===== src/rtl/rv32_pipe_pkg.sv =====
// rv32_pipe_pkg
// Shared definitions for the EX delay pipeline: default field widths,
// the NOP bundle contents (ADDI x0,x0,0 with its matching control fields)
// and a saturating add used by the optional performance counters
// (enabled in the top level with RV32_DELAY_PERF_EN).
package rv32_pipe_pkg;

  localparam int RV32_XLEN  = 32;
  localparam int RV32_ALU_W = 5;
  localparam int RV32_BSH_W = 4;
  localparam int RV32_PCC_W = 5;

  localparam logic [31:0] NOP_CODE    = 32'h0000_0013;
  localparam logic [4:0]  NOP_ALU     = 5'b0_0111;
  localparam logic [3:0]  NOP_BSHIFT  = 4'b0000;
  localparam logic [4:0]  NOP_PC_CTRL = 5'b1_000_1;

  // 16-bit counter increment that sticks at all-ones instead of wrapping.
  function automatic logic [15:0] sat_add16(input logic [15:0] a, input logic [3:0] inc);
    logic [16:0] sum;
    sum = {1'b0, a} + {13'd0, inc};
    return sum[16] ? 16'hFFFF : sum[15:0];
  endfunction

endpackage


===== src/rtl/rv32_delay_stage.sv =====
// rv32_delay_stage
// One register stage of the EX delay pipeline.
// Ports:
//   clk, rst        clock and synchronous active-high reset (loads NOP)
//   load            capture the *_i bundle this edge
//   nop_load        load the NOP bundle this edge (overrides load)
//   valid_i..pcc_i  incoming bundle
//   valid_o..pcc_o  registered bundle
// With neither load nor nop_load the stage holds its contents.
module rv32_delay_stage
  import rv32_pipe_pkg::*;
#(
  parameter int XLEN  = RV32_XLEN,
  parameter int ALU_W = RV32_ALU_W,
  parameter int BSH_W = RV32_BSH_W,
  parameter int PCC_W = RV32_PCC_W
) (
  input  logic             clk,
  input  logic             rst,
  input  logic             load,
  input  logic             nop_load,
  input  logic             valid_i,
  input  logic [XLEN-1:0]  code_i,
  input  logic [XLEN-1:0]  pc_i,
  input  logic [ALU_W-1:0] alu_i,
  input  logic [BSH_W-1:0] bsh_i,
  input  logic [PCC_W-1:0] pcc_i,
  output logic             valid_o,
  output logic [XLEN-1:0]  code_o,
  output logic [XLEN-1:0]  pc_o,
  output logic [ALU_W-1:0] alu_o,
  output logic [BSH_W-1:0] bsh_o,
  output logic [PCC_W-1:0] pcc_o
);

  logic             valid_q, valid_d;
  logic [XLEN-1:0]  code_q,  code_d;
  logic [XLEN-1:0]  pc_q,    pc_d;
  logic [ALU_W-1:0] alu_q,   alu_d;
  logic [BSH_W-1:0] bsh_q,   bsh_d;
  logic [PCC_W-1:0] pcc_q,   pcc_d;

  always_comb begin
    valid_d = valid_q;
    code_d  = code_q;
    pc_d    = pc_q;
    alu_d   = alu_q;
    bsh_d   = bsh_q;
    pcc_d   = pcc_q;
    if (nop_load) begin
      valid_d = 1'b0;
      code_d  = XLEN'(NOP_CODE);
      pc_d    = '0;
      alu_d   = ALU_W'(NOP_ALU);
      bsh_d   = BSH_W'(NOP_BSHIFT);
      pcc_d   = PCC_W'(NOP_PC_CTRL);
    end else if (load) begin
      valid_d = valid_i;
      code_d  = code_i;
      pc_d    = pc_i;
      alu_d   = alu_i;
      bsh_d   = bsh_i;
      pcc_d   = pcc_i;
    end
  end

  always_ff @(posedge clk) begin
    if (rst) begin
      valid_q <= 1'b0;
      code_q  <= XLEN'(NOP_CODE);
      pc_q    <= '0;
      alu_q   <= ALU_W'(NOP_ALU);
      bsh_q   <= BSH_W'(NOP_BSHIFT);
      pcc_q   <= PCC_W'(NOP_PC_CTRL);
    end else begin
      valid_q <= valid_d;
      code_q  <= code_d;
      pc_q    <= pc_d;
      alu_q   <= alu_d;
      bsh_q   <= bsh_d;
      pcc_q   <= pcc_d;
    end
  end

  assign valid_o = valid_q;
  assign code_o  = code_q;
  assign pc_o    = pc_q;
  assign alu_o   = alu_q;
  assign bsh_o   = bsh_q;
  assign pcc_o   = pcc_q;

endmodule


===== src/rtl/rv32_ex_delay_pipe.sv =====
// rv32_ex_delay_pipe
// DEPTH-stage delay pipeline carrying code, PC and ALU / barrel-shift /
// PC control fields from EX to the later execute stages.
// Ports:
//   clk, rst        clock, synchronous active-high reset (all stages NOP)
//   stall           hold every stage, input ignored
//   flush           load NOP into every stage, input discarded
//   valid_in, code_in, pc_in, alu_in, bshift_in, pc_ctrl_in   entry bundle
//   valid_out, code_out, pc_out, alu_out, bshift_out, pc_ctrl_out
//                   contents of the last stage (no extra output flop)
// Optional (macro RV32_DELAY_PERF_EN):
//   bubble_cnt      non-stalled edges with valid_out low, saturating
//   flush_kill_cnt  valid entries destroyed by flushes, saturating
// Priority per edge: rst > flush > stall > advance.
module rv32_ex_delay_pipe
  import rv32_pipe_pkg::*;
#(
  parameter int DEPTH = 2,
  parameter int XLEN  = RV32_XLEN,
  parameter int ALU_W = RV32_ALU_W,
  parameter int BSH_W = RV32_BSH_W,
  parameter int PCC_W = RV32_PCC_W
) (
  input  logic             clk,
  input  logic             rst,
  input  logic             stall,
  input  logic             flush,
  input  logic             valid_in,
  input  logic [XLEN-1:0]  code_in,
  input  logic [XLEN-1:0]  pc_in,
  input  logic [ALU_W-1:0] alu_in,
  input  logic [BSH_W-1:0] bshift_in,
  input  logic [PCC_W-1:0] pc_ctrl_in,
  output logic             valid_out,
  output logic [XLEN-1:0]  code_out,
  output logic [XLEN-1:0]  pc_out,
  output logic [ALU_W-1:0] alu_out,
  output logic [BSH_W-1:0] bshift_out,
  output logic [PCC_W-1:0] pc_ctrl_out
`ifdef RV32_DELAY_PERF_EN
  ,
  output logic [15:0]      bubble_cnt,
  output logic [15:0]      flush_kill_cnt
`endif
);

  // Chain index 0 is the entry bundle; index k+1 is the output of stage k.
  logic [DEPTH:0]   vld_c;
  logic [XLEN-1:0]  code_c [DEPTH+1];
  logic [XLEN-1:0]  pc_c   [DEPTH+1];
  logic [ALU_W-1:0] alu_c  [DEPTH+1];
  logic [BSH_W-1:0] bsh_c  [DEPTH+1];
  logic [PCC_W-1:0] pcc_c  [DEPTH+1];

  // A bubble carries NOP control fields, but its PC is kept for debug.
  assign vld_c[0]  = valid_in;
  assign code_c[0] = valid_in ? code_in    : XLEN'(NOP_CODE);
  assign pc_c[0]   = pc_in;
  assign alu_c[0]  = valid_in ? alu_in     : ALU_W'(NOP_ALU);
  assign bsh_c[0]  = valid_in ? bshift_in  : BSH_W'(NOP_BSHIFT);
  assign pcc_c[0]  = valid_in ? pc_ctrl_in : PCC_W'(NOP_PC_CTRL);

  // rst is handled inside each stage; flush beats stall.
  logic stage_load;
  logic stage_nop;
  assign stage_nop  = flush;
  assign stage_load = ~stall;

  for (genvar k = 0; k < DEPTH; k++) begin : g_stage
    rv32_delay_stage #(
      .XLEN (XLEN),
      .ALU_W(ALU_W),
      .BSH_W(BSH_W),
      .PCC_W(PCC_W)
    ) u_stage (
      .clk     (clk),
      .rst     (rst),
      .load    (stage_load),
      .nop_load(stage_nop),
      .valid_i (vld_c[k]),
      .code_i  (code_c[k]),
      .pc_i    (pc_c[k]),
      .alu_i   (alu_c[k]),
      .bsh_i   (bsh_c[k]),
      .pcc_i   (pcc_c[k]),
      .valid_o (vld_c[k+1]),
      .code_o  (code_c[k+1]),
      .pc_o    (pc_c[k+1]),
      .alu_o   (alu_c[k+1]),
      .bsh_o   (bsh_c[k+1]),
      .pcc_o   (pcc_c[k+1])
    );
  end

  assign valid_out   = vld_c[DEPTH];
  assign code_out    = code_c[DEPTH];
  assign pc_out      = pc_c[DEPTH];
  assign alu_out     = alu_c[DEPTH];
  assign bshift_out  = bsh_c[DEPTH];
  assign pc_ctrl_out = pcc_c[DEPTH];

`ifdef RV32_DELAY_PERF_EN
  logic [15:0] bubble_cnt_q, bubble_cnt_d;
  logic [15:0] flush_kill_cnt_q, flush_kill_cnt_d;
  logic [3:0]  kill_num;

  always_comb begin
    kill_num = '0;
    for (int k = 1; k <= DEPTH; k++) begin
      kill_num = kill_num + 4'(vld_c[k]);
    end
    bubble_cnt_d     = bubble_cnt_q;
    flush_kill_cnt_d = flush_kill_cnt_q;
    if (!stall && !vld_c[DEPTH]) begin
      bubble_cnt_d = sat_add16(bubble_cnt_q, 4'd1);
    end
    if (flush) begin
      flush_kill_cnt_d = sat_add16(flush_kill_cnt_q, kill_num);
    end
  end

  always_ff @(posedge clk) begin
    if (rst) begin
      bubble_cnt_q     <= '0;
      flush_kill_cnt_q <= '0;
    end else begin
      bubble_cnt_q     <= bubble_cnt_d;
      flush_kill_cnt_q <= flush_kill_cnt_d;
    end
  end

  assign bubble_cnt     = bubble_cnt_q;
  assign flush_kill_cnt = flush_kill_cnt_q;
`endif

endmodule


===== config.mk =====
export PLATFORM = sky130hd
export DESIGN_NAME = rv32_ex_delay_pipe
export DESIGN_NICKNAME = d
export VERILOG_FILES = /design/src/rtl/rv32_pipe_pkg.sv /design/src/rtl/rv32_delay_stage.sv /design/src/rtl/rv32_ex_delay_pipe.sv
export SDC_FILE = /design/constraint.sdc
export NUM_CORES = 1
export LEC_CHECK = 0
export ABC_AREA = 0
export CAP_MARGIN = 5
export CORE_MARGIN = 3
export CORE_UTILIZATION = 52
export CTS_CLUSTER_DIAMETER = 60
export CTS_CLUSTER_SIZE = 28
export DETAILED_ROUTE_END_ITERATION = 8
export HOLD_SLACK_MARGIN = 0.08
export PLACE_DENSITY_LB_ADDON = 0.3
export REMOVE_ABC_BUFFERS = 1
export SLEW_MARGIN = 20
export SYNTH_ARGS = -nofsm -noshare
export SYNTH_HDL_FRONTEND = slang
export SYNTH_SLANG_ARGS = --single-unit

===== constraint.sdc =====
create_clock -name clk -period 1.9 [get_ports clk]
set_input_delay 0.38 -clock clk [delete_from_list [all_inputs] [get_ports clk]]
set_output_delay 0.38 -clock clk [all_outputs]
set_load 0.01 [all_outputs]

==> impl_metrics.csv <==
group,metric,value,unit
run_status,outcome,"finished clean",
cells_and_area,fillerInstances,809,
route,firstDrtPassIters,4,
worst_setup_path,reg2reg_depth,2,
cells_and_area,final_cell_mix,"159 x clkdlybuf4s50_1, 158 x dfxtp_1, 112 x mux2i_1, 105 x nor2_1, 46 x nand2_1",
clock_network,cts_tree,"built",
power_and_ir_drop,vdd_drop_max,0.692,mV
worst_setup_path,worstSetupEndpointType,"output port",
global_route,overflow,0,
clock_network,cts_buffers,17,
floorplanning,start_util,54.8,%
min_path,min_path_type,"in -> reg",
worst_setup_path,rr_startpoint,"g_stage[1].u_stage.pc_o[16]",
clock_network,cts_hold_buf,0,
synthesis,ys_types,14,
route,drcViolationCount,0,
global_route,grtUsageTotal,19.7,%
clock_network,cts_resized,0,
placed_design,place_inst,838,
worst_setup_path,worstSetupPathType,"reg -> out",
floorplanning,boundaryPins,162,
route,vias_per_cell,5.04,
sta,relSlewSlack,70.7,%
sta,finalSetupViolations,0,
cells_and_area,design_area,8050,µm²
clock_network,post-cts-setup-buffers,0,
sta,period_minus_slack,1.71,ns
floorplanning,placementRows,38,
synthesis,postSynthCellCount,608,
route,wl_per_cell,14.5,µm
sta,setup_tns,0,ns
worst_setup_path,cp_slowest_cell,"clkdlybuf4s50_1",
route,vias,4386,
worst_setup_path,start_kind,"register",
clock_network,clk_pin_slew,0.06,ns
min_path,min-delay-start,"valid_in",
cells_and_area,fin_cells,870,
worst_setup_path,worstPathArrival,1.33,ns
route,ant_nets,0,
worst_setup_path,path_max_fanout,2,
worst_setup_path,rrSetupSlack,1.24,ns
sta,fin_worst_skew,0.00412,ns
power_and_ir_drop,leakagePower,3.15,nW
worst_setup_path,r2r_end,"g_stage[1].u_stage.pc_o[16]",
worst_setup_path,crit_family,"buffers and inverters",
synthesis,yosysWarnings,0,
placed_design,io_buffers,161,
worst_setup_path,crit_start,"g_stage[1].u_stage.pc_o[8]",
run,cap_violations,0,
sta,slew_violations,0,
cells_and_area,drive_gt1_share,6.58,%
synthesis,yosysSeqAreaShare,51.8,%
synthesis,syn-cell-area,6100,µm²
power_and_ir_drop,power_density,901,nW/µm²
global_route,grt_pass1_wl,20500,µm
sta,fin_crit_sh,89.9,%
clock_network,clkSinkCount,158,
min_path,holdPathStages,3,
clock_network,htreeDepth,4,
sta,clock.fmax,586,MHz
route,drt-total-wl,12600,µm
clock_network,clk_path_buf_depth,2,
clock_network,clock-root-buffer,"clkbuf_16",
clock_network,clock_latency,0.41,ns
floorplanning,dieHeight,114,µm
sta,rsz0062_at_grt,"no",
synthesis,synth_seq_cells,158,
global_route,grt_max_degree,50,
global_route,antenna_found_initial,0,
floorplanning,die_w,114,µm
sta,fin_hold_ws,0.364,ns
min_path,min_to,"g_stage[0].u_stage.code_o[2]",
worst_setup_path,path_buf_inv,1,
floorplanning,dieArea,13100,µm²
cells_and_area,layout.cells.most_common,"clkdlybuf4s50_1",
placed_design,dp_hpwl,8660,µm
placed_design,post_dp_cell_area,7460,µm²
cells_and_area,final_nets,800,
route,initialDrtViolationCount,205,
worst_setup_path,cpPeakStageDelay,0.57,ns
sta,finalHoldViolCount,0,
cells_and_area,area_delta_synth_final,32.0,%
synthesis,avgSynthCellArea,10.0,µm²
global_route,grt_pass1_vias,4378,
worst_setup_path,cp_cell_sequence,"clkdlybuf4s50_1",
worst_setup_path,crit_required,1.52,ns
placed_design,place_congestion,0.694,
floorplanning,coreArea,11100,µm²
power_and_ir_drop,p_total,0.00726,W
cells_and_area,insertedDiodeCount,0,
sta,max_slew.worst_pin.slew,0.440,ns
cell type report:
type	instances	area (µm²)	share of cell area, %
Multi-Input combinational cell	364	2320	28.8
Clock inverter	5	50.0	0.622
Sequential cell	158	3160	39.3
Tap cell	140	175	2.18
Clock buffer	27	543	6.74
Timing Repair Buffer	176	1800	22.3
how the worst max path moves through the flow:
stage	to	depth (start not counted)
after floorplan	g_stage[0].u_stage.pc_o[0]	2
after global placement	g_stage[1].u_stage.pc_o[30]	4
after detailed placement	g_stage[0].u_stage.pc_o[0]	4
after CTS	code_out[23]	1
after global routing	alu_out[3]	1
final	pc_out[8]	1
cell families (layout without fill, tap and decap cells):
family | after synthesis | in the layout | synth area share [%]
AND/OR/NAND/NOR | 206 | 206 | 15.9
AO/OA/AOI/OAI | 46 | 46 | 3.77
multiplexers | 112 | 112 | 18.4
buffers and inverters | 86 | 208 | 10.1
flip-flops | 158 | 158 | 51.8
registers in the layout, indices dropped and copies added (netlist names):
name and count:
g_stage.u_stage.alu_o 10, g_stage.u_stage.code_o 64, g_stage.u_stage.pcc_o 10, g_stage.u_stage.bsh_o 8, g_stage.u_stage.pc_o 64, g_stage.u_stage.valid_o 2
stage by stage:
step                      setup WS (ns)  utilization [%]
final                             0.193             72.4
after global routing              0.135             72.4
after CTS                         0.169             72.4
after detailed placement          0.156             67.0
after global placement            0.210             67.0
after floorplan                   -1.07                -
synth_stat cells:
cell        n  area share, %
or2_1       1           0.10
buf_2       8           0.66
nand3b_1   38            4.7
nor2b_1     8           0.82
nor3b_1     8           0.98
mux2i_1   112             18
buf_6      12            2.2
nand2_1    46            2.8
a21oi_1    38            3.1
clkbuf_1   14           0.86
nor2_1    105            6.5
buf_4      52            6.4
o21ai_1     8           0.66
dfxtp_1   158             52
worst register-to-register path, stage by stage, from the launching register on:
cell and delay, ns:
dfxtp_1 0.32, mux2i_1 0.16, nor2_1 0.06
power breakdown:
| group | internal, W | total, W | switching [W] | leakage (nW) |
|---|---|---|---|---|
| clock | 0.00208 | 0.00331 | 0.00124 | 0.299 |
| sequential | 0.00337 | 0.00339 | 0.0000267 | 1.28 |
| combinational | 0.000315 | 0.000551 | 0.000236 | 1.58 |
| total | 0.00576 | 0.00726 | 0.00150 | 3.15 |
metal layers:
metal | track usage [%] | vias to the layer above | share of wire [%]
met1 | 23.1 | 2035 | 43
met3 | 8.19 | 16 | 9.4
li1 | - | 2193 | -
met5 | 0 | - | 0
met2 | 32.6 | 142 | 46
met4 | 6.89 | 0 | 1.1
Power figures use the tool's default switching activity.
